--- src/rtl/midi_pkg.sv ---
// Shared constants, state encodings and event payload for the MIDI note receiver.
package midi_pkg;

  localparam logic [3:0] ST_NOTE_ON  = 4'h9;
  localparam logic [3:0] ST_NOTE_OFF = 4'h8;
  localparam logic [7:0] RT_MIN      = 8'hF8;

  typedef enum logic [1:0] {IDLE, START, DATA, STOP} uart_state_t;
  typedef enum logic [1:0] {NO_STATUS, WAIT_KEY, WAIT_VEL} parse_state_t;

  // Complete key/velocity pair handed from the parser to the output stage
  typedef struct packed {
    logic       on;
    logic [6:0] key;
    logic [6:0] vel;
  } note_event_t;

  // Clocks per serial bit, rounded to nearest
  function automatic int unsigned bit_div(input int unsigned clk_hz, input int unsigned baud);
    return (clk_hz + baud / 2) / baud;
  endfunction

endpackage

--- src/rtl/midi_uart_rx.sv ---
// 8N1 serial byte receiver: input synchroniser, start validation, bit-centre sampling.
module midi_uart_rx
  import midi_pkg::*;
#(
  parameter int unsigned CLK_HZ = 50_000_000,
  parameter int unsigned BAUD   = 31250
) (
  input  logic       clk,
  input  logic       reset,
  input  logic       rx,
  output logic [7:0] rx_byte,
  output logic       byte_valid,
  output logic       frame_err
);

  localparam int unsigned DIV  = bit_div(CLK_HZ, BAUD);
  localparam int unsigned HALF = DIV / 2;
  localparam int unsigned CW   = $clog2(DIV) + 1;

  logic sync1;
  logic rx_s;
  logic rx_prev;

  // Synchroniser plus one delayed copy for falling-edge detection; idle level is 1
  always_ff @(posedge clk or negedge reset) begin
    if (!reset) begin
      sync1   <= 1'b1;
      rx_s    <= 1'b1;
      rx_prev <= 1'b1;
    end else begin
      sync1   <= rx;
      rx_s    <= sync1;
      rx_prev <= rx_s;
    end
  end

  uart_state_t      state;
  logic [CW-1:0]    cnt;
  logic [2:0]       bit_idx;
  logic [7:0]       shreg;
  logic             tick_c;

  // Start bit is checked half a bit in; every later sample is one full bit on
  always_comb begin
    tick_c = 1'b0;
    if (state == START) tick_c = (cnt == CW'(HALF - 1));
    else                tick_c = (cnt == CW'(DIV - 1));
  end

  // Falling edge re-arms only after the line has been seen high, so a low
  // stop bit holds the receiver off until the line recovers
  always_ff @(posedge clk or negedge reset) begin
    if (!reset) begin
      state      <= IDLE;
      cnt        <= '0;
      bit_idx    <= '0;
      shreg      <= '0;
      rx_byte    <= '0;
      byte_valid <= 1'b0;
      frame_err  <= 1'b0;
    end else begin
      byte_valid <= 1'b0;
      frame_err  <= 1'b0;
      case (state)
        IDLE: begin
          cnt     <= '0;
          bit_idx <= '0;
          if (rx_prev && !rx_s) state <= START;
        end
        default: begin
          if (!tick_c) begin
            cnt <= cnt + CW'(1);
          end else begin
            cnt <= '0;
            case (state)
              START: begin
                if (rx_s) state <= IDLE;
                else      state <= DATA;
              end
              DATA: begin
                shreg   <= {rx_s, shreg[7:1]};
                bit_idx <= bit_idx + 3'd1;
                if (bit_idx == 3'd7) state <= STOP;
              end
              STOP: begin
                if (rx_s) begin
                  rx_byte    <= shreg;
                  byte_valid <= 1'b1;
                end else begin
                  frame_err  <= 1'b1;
                end
                state <= IDLE;
              end
              default: state <= IDLE;
            endcase
          end
        end
      endcase
    end
  end

endmodule

--- src/rtl/midi_note_rx.sv ---
// MIDI Note On/Off front end: single-channel running-status parser driving a
// monophonic last-note-priority NOTE/VELOCITY/GATE set.
module midi_note_rx
  import midi_pkg::*;
#(
  parameter int unsigned CLK_HZ  = 50_000_000,
  parameter int unsigned BAUD    = 31250,
  parameter int unsigned CHANNEL = 0
) (
  input  logic       clk,
  input  logic       reset,
  input  logic       midi_in,
  output logic [7:0] note,
  output logic [6:0] velocity,
  output logic       gate,
  output logic       note_valid,
  output logic       frame_err
);

  logic [7:0] rx_byte;
  logic       byte_valid;

  midi_uart_rx #(
    .CLK_HZ(CLK_HZ),
    .BAUD  (BAUD)
  ) u_uart (
    .clk       (clk),
    .reset     (reset),
    .rx        (midi_in),
    .rx_byte   (rx_byte),
    .byte_valid(byte_valid),
    .frame_err (frame_err)
  );

  parse_state_t pstate;
  logic         run_on;
  logic [6:0]   key;
  note_event_t  ev;
  logic         ev_valid;

  logic is_rt_c;
  logic is_note_status_c;

  always_comb begin
    is_rt_c          = (rx_byte >= RT_MIN);
    is_note_status_c = (rx_byte[3:0] == 4'(CHANNEL)) &&
                       ((rx_byte[7:4] == ST_NOTE_ON) || (rx_byte[7:4] == ST_NOTE_OFF));
  end

  // Running-status parser; real-time bytes pass through without touching state
  always_ff @(posedge clk or negedge reset) begin
    if (!reset) begin
      pstate   <= NO_STATUS;
      run_on   <= 1'b0;
      key      <= '0;
      ev       <= '0;
      ev_valid <= 1'b0;
    end else begin
      ev_valid <= 1'b0;
      if (byte_valid && !is_rt_c) begin
        if (rx_byte[7]) begin
          if (is_note_status_c) begin
            run_on <= (rx_byte[7:4] == ST_NOTE_ON);
            pstate <= WAIT_KEY;
          end else begin
            pstate <= NO_STATUS;
          end
        end else begin
          case (pstate)
            WAIT_KEY: begin
              key    <= rx_byte[6:0];
              pstate <= WAIT_VEL;
            end
            WAIT_VEL: begin
              ev.on    <= run_on;
              ev.key   <= key;
              ev.vel   <= rx_byte[6:0];
              ev_valid <= 1'b1;
              pstate   <= WAIT_KEY;
            end
            default: pstate <= NO_STATUS;
          endcase
        end
      end
    end
  end

  // Apply event; NOTE/VELOCITY are kept on release so the oscillator holds pitch
  always_ff @(posedge clk or negedge reset) begin
    if (!reset) begin
      note       <= '0;
      velocity   <= '0;
      gate       <= 1'b0;
      note_valid <= 1'b0;
    end else begin
      note_valid <= 1'b0;
      if (ev_valid) begin
        if (ev.on && (ev.vel != 7'd0)) begin
          note       <= {1'b0, ev.key};
          velocity   <= ev.vel;
          gate       <= 1'b1;
          note_valid <= 1'b1;
        end else if (ev.key == note[6:0]) begin
          gate <= 1'b0;
        end
      end
    end
  end

endmodule
--- config.mk ---
export PLATFORM = sky130hd
export DESIGN_NAME = midi_note_rx
export DESIGN_NICKNAME = d
export VERILOG_FILES = /design/src/rtl/midi_pkg.sv /design/src/rtl/midi_uart_rx.sv /design/src/rtl/midi_note_rx.sv
export SDC_FILE = /design/constraint.sdc
export NUM_CORES = 1
export LEC_CHECK = 0
export CAP_MARGIN = 40
export CORE_MARGIN = 1.5
export CORE_UTILIZATION = 45
export DETAILED_ROUTE_END_ITERATION = 16
export PLACE_DENSITY = 0.62
export SLEW_MARGIN = 20
export SYNTH_ARGS = -nofsm -noshare
export SYNTH_HDL_FRONTEND = slang
export SYNTH_SLANG_ARGS = --single-unit
--- constraint.sdc ---
create_clock -name clk -period 2.05 [get_ports clk]
set_clock_uncertainty 0.15 [all_clocks]
set_input_delay 0.615 -clock clk [delete_from_list [all_inputs] [get_ports clk]]
set_output_delay 0.615 -clock clk [all_outputs]
set_load 0.01 [all_outputs]
==> results.yml <==
status:
  outcome: "finished, final reports clean"
final_layout:
  regArea_um2: 2010
  fill_cells: 635
  drive_gt1_share_pct: 34.5
  fin_area_um2: 4030
  most-common-layout-cells: "77 x dfrtp_1, 53 x mux2_2, 14 x nor2_1"
  final_util_pct: 55.5
  final_nets: 294
  multi_input_area_um2: 1380
  area_delta_synth_final_pct: 18.8
  final_common_cell: "dfrtp_1"
  n_antenna_cell: 0
floorplan:
  rows: 31
  dieHeight_um: 89.8
  initial_core_util_pct: 46.7
  fp.coreArea_um2: 7250
  die_w_um: 89.8
  io_pins: 21
  die-area_um2: 8060
yosys:
  synth_top_family_by_area: "multiplexers"
  synth-seq-cells: 80
  synthDistinctLibCells: 37
  synth_simple_gate_area_share_pct: 10.8
  synth-adder-area-share_pct: 3.32
  synthCells: 245
  syn_nets: 257
  yosysSeqAreaShare_pct: 59.2
  syn_area_um2: 3390
  synthArstFlopShare_pct: 100
  synth_edf_count: 0
  synth_top_area_share_pct: 56.8
  ys_warn_count: 0
  yosys_most_used_dff: "dfrtp_1"
  synth_mux_area_share_pct: 17.6
  yosys-top-cells-area: "dfrtp_1 57%, mux2_2 18%, ha_1 3.3%"
  avgSynthCellArea_um2: 13.8
  synth.largest_area_cell: "dfrtp_1"
  synth_xor_area_share_pct: 4.65
  synth_compound_area_share_pct: 3.06
sta:
  setup_tns_ps: 0
  fmax_mhz: 500
  fin_crit_ps: 2000
  finalSetupViolCount: 0
  hold_viol: 0
  slew_violations: 0
  grt_setup_unrepaired: "false"
  fin_crit_sh_pct: 97.5
drt:
  ant_nets: 0
  dr.pass1.iters: 4
  wl_um: 5780
  drtIter0Drc: 64
  vias_per_cell: 5.21
  avgRoutedWirePerCell_um: 15.0
  num_vias: 2010
  drc_errors: 0
critical_path:
  crit_type: "reg2out"
  cp_max_fo: 2
  max_stage_delay_ps: 530
  critical_path_arrival_ps: 1230
  crit_family: "buffers and inverters"
  cp.required_ps: 1280
  cp_num_buf_inv: 1
  start_kind: "flop"
  path_cells: "clkdlybuf4s50_1"
  endpoint_kind: "primary output"
  slowest_stage: "clkdlybuf4s50_1"
pwr:
  leakage_nw: 2.02
  p_per_area_nw_per_um2: 739
  vdd_drop_max_uv: 351
cts:
  cts.path.max_buffers: 2
  cts_num_sinks: 80
  cts_made_buffers: 9
  clkTransAtPathRegs_ps: 80
  htreeDepth: 3
  cts_root_buffer: "clkbuf_8"
  cts_tree: "built"
  cts_hold_buf: 0
  clk_latency_ps: 350
global_routing:
  grt_pass1_wl_um: 9800
  antenna_found_initial: 0
  grt_max_degree: 31
  grt-ovfl-total: 0
  grt_usage_pct: 15.4
  grt_pass1_vias: 1998
placement:
  gp_congestion: 0.722
  placed_cell_area_um2: 3780
  io_buffers: 19
  dpl.hpwl_um: 3980
job:
  maxCapViolCount: 0
min_path:
  hp-class: "in2async"
per-layer routing:
layer / GRT usage, % / vias up / wire length, um
li1: - / 950 / -
met3: 2.96 / 9 / 184
met5: 0 / - / 0
met2: 25.5 / 35 / 2860
met4: 7.54 / 0 / 110
met1: 19.5 / 1016 / 2630
power breakdown:
part	switching, mW	internal [mW]	leakage, nW
Combinational	0.126	0.0875	0.839
Clock	0.582	0.474	0.0809
Sequential	0.0659	1.64	1.09
Total	0.774	2.20	2.02
cells in the mapped netlist (2+ instances only):
| cell type | number |
|---|---|
| nand4_1 | 4 |
| and3_1 | 2 |
| o21ai_0 | 2 |
| dfstp_2 | 3 |
| nand2_2 | 2 |
| and4bb_2 | 2 |
| mux2_2 | 53 |
| and4_2 | 2 |
| xnor2_1 | 12 |
| nand3_1 | 7 |
| buf_2 | 4 |
| dfrtp_1 | 77 |
| xor2_1 | 6 |
| nor3_1 | 4 |
| nor2b_1 | 2 |
| nand2b_1 | 2 |
| a21oi_1 | 4 |
| nand2_1 | 11 |
| nor4_1 | 2 |
| inv_1 | 3 |
| ha_1 | 9 |
| nor2_1 | 14 |
| o2111ai_1 | 2 |
| nor4bb_1 | 2 |
| nor4b_1 | 2 |
layout make-up:
cell class / instances / share of cell area, %
tap: 99 / 3.08
inverter: 3 / 0.280
clock buffer: 10 / 3.42
sequential: 80 / 49.8
multi-input combinational: 157 / 34.4
timing repair buffer: 31 / 7.98
clock inverter: 6 / 1.09
logic make-up after synthesis:
logic type,Yosys count
compound gates,14
xor+xnor,18
fa+ha+maj,9
buf+inv,9
flops,80
mux,53
other cells,1
simple gates,61
flip-flops by register name, indices dropped and copies added (netlist names), 2 cells and up:
register	count
u_uart.shreg	8
u_uart.cnt	12
u_uart.rx_byte	8
u_uart.state	2
note	7
velocity	7
pstate	2
ev	15
u_uart.bit_idx	3
key	7
path summary, 6_finish.rpt:
path / startpoint / endpoint / slack (ps) / depth (start not counted)
worst max-delay path: velocity[4]$_DFFE_PN0P_ / velocity[4] / 50 / 1
worst min register to register: u_uart.sync1$_DFF_PN1_ / u_uart.rx_s$_DFF_PN1_ / 210 / 0
min in group clk: u_uart.sync1$_DFF_PN1_ / u_uart.rx_s$_DFF_PN1_ / 210 / 0
max in group asynchronous: reset / u_uart.cnt[8]$_DFF_PN0_ / 1230 / 2
worst max register to register: u_uart.state[1]$_DFFE_PN0P_ / u_uart.rx_byte[7]$_DFFE_PN0P_ / 90 / 6
worst min-delay path: reset / note_valid$_DFF_PN0_ / 40 / 1
what timing repair did:
| item | in CTS | in global routing |
|---|---|---|
| pin swaps | 0 | 2 |
| resized for setup | 6 | 9 |
| hold endpoints to repair | 0 | 0 |
| gates cloned | 0 | 1 |
| endpoints found under the setup margin | 6 | 24 |
| setup buffers | 0 | 4 |
per-stage QoR:
| stage | hold slack, ps | power [mW] | worst slack (ps) | cells |
|---|---|---|---|---|
| after floorplan | 169 | 1.86 | 101 | 245 |
| after global placement | 196 | 1.95 | 102 | 364 |
| after CTS | 47.2 | 3.01 | 0.994 | 380 |
| final | 40.2 | 2.98 | 51.5 | 386 |
| after detailed placement | 198 | 1.95 | 58.0 | 364 |
| after global routing | 70.8 | 3.13 | 0.768 | 386 |
(Power assumes the default switching activity.)
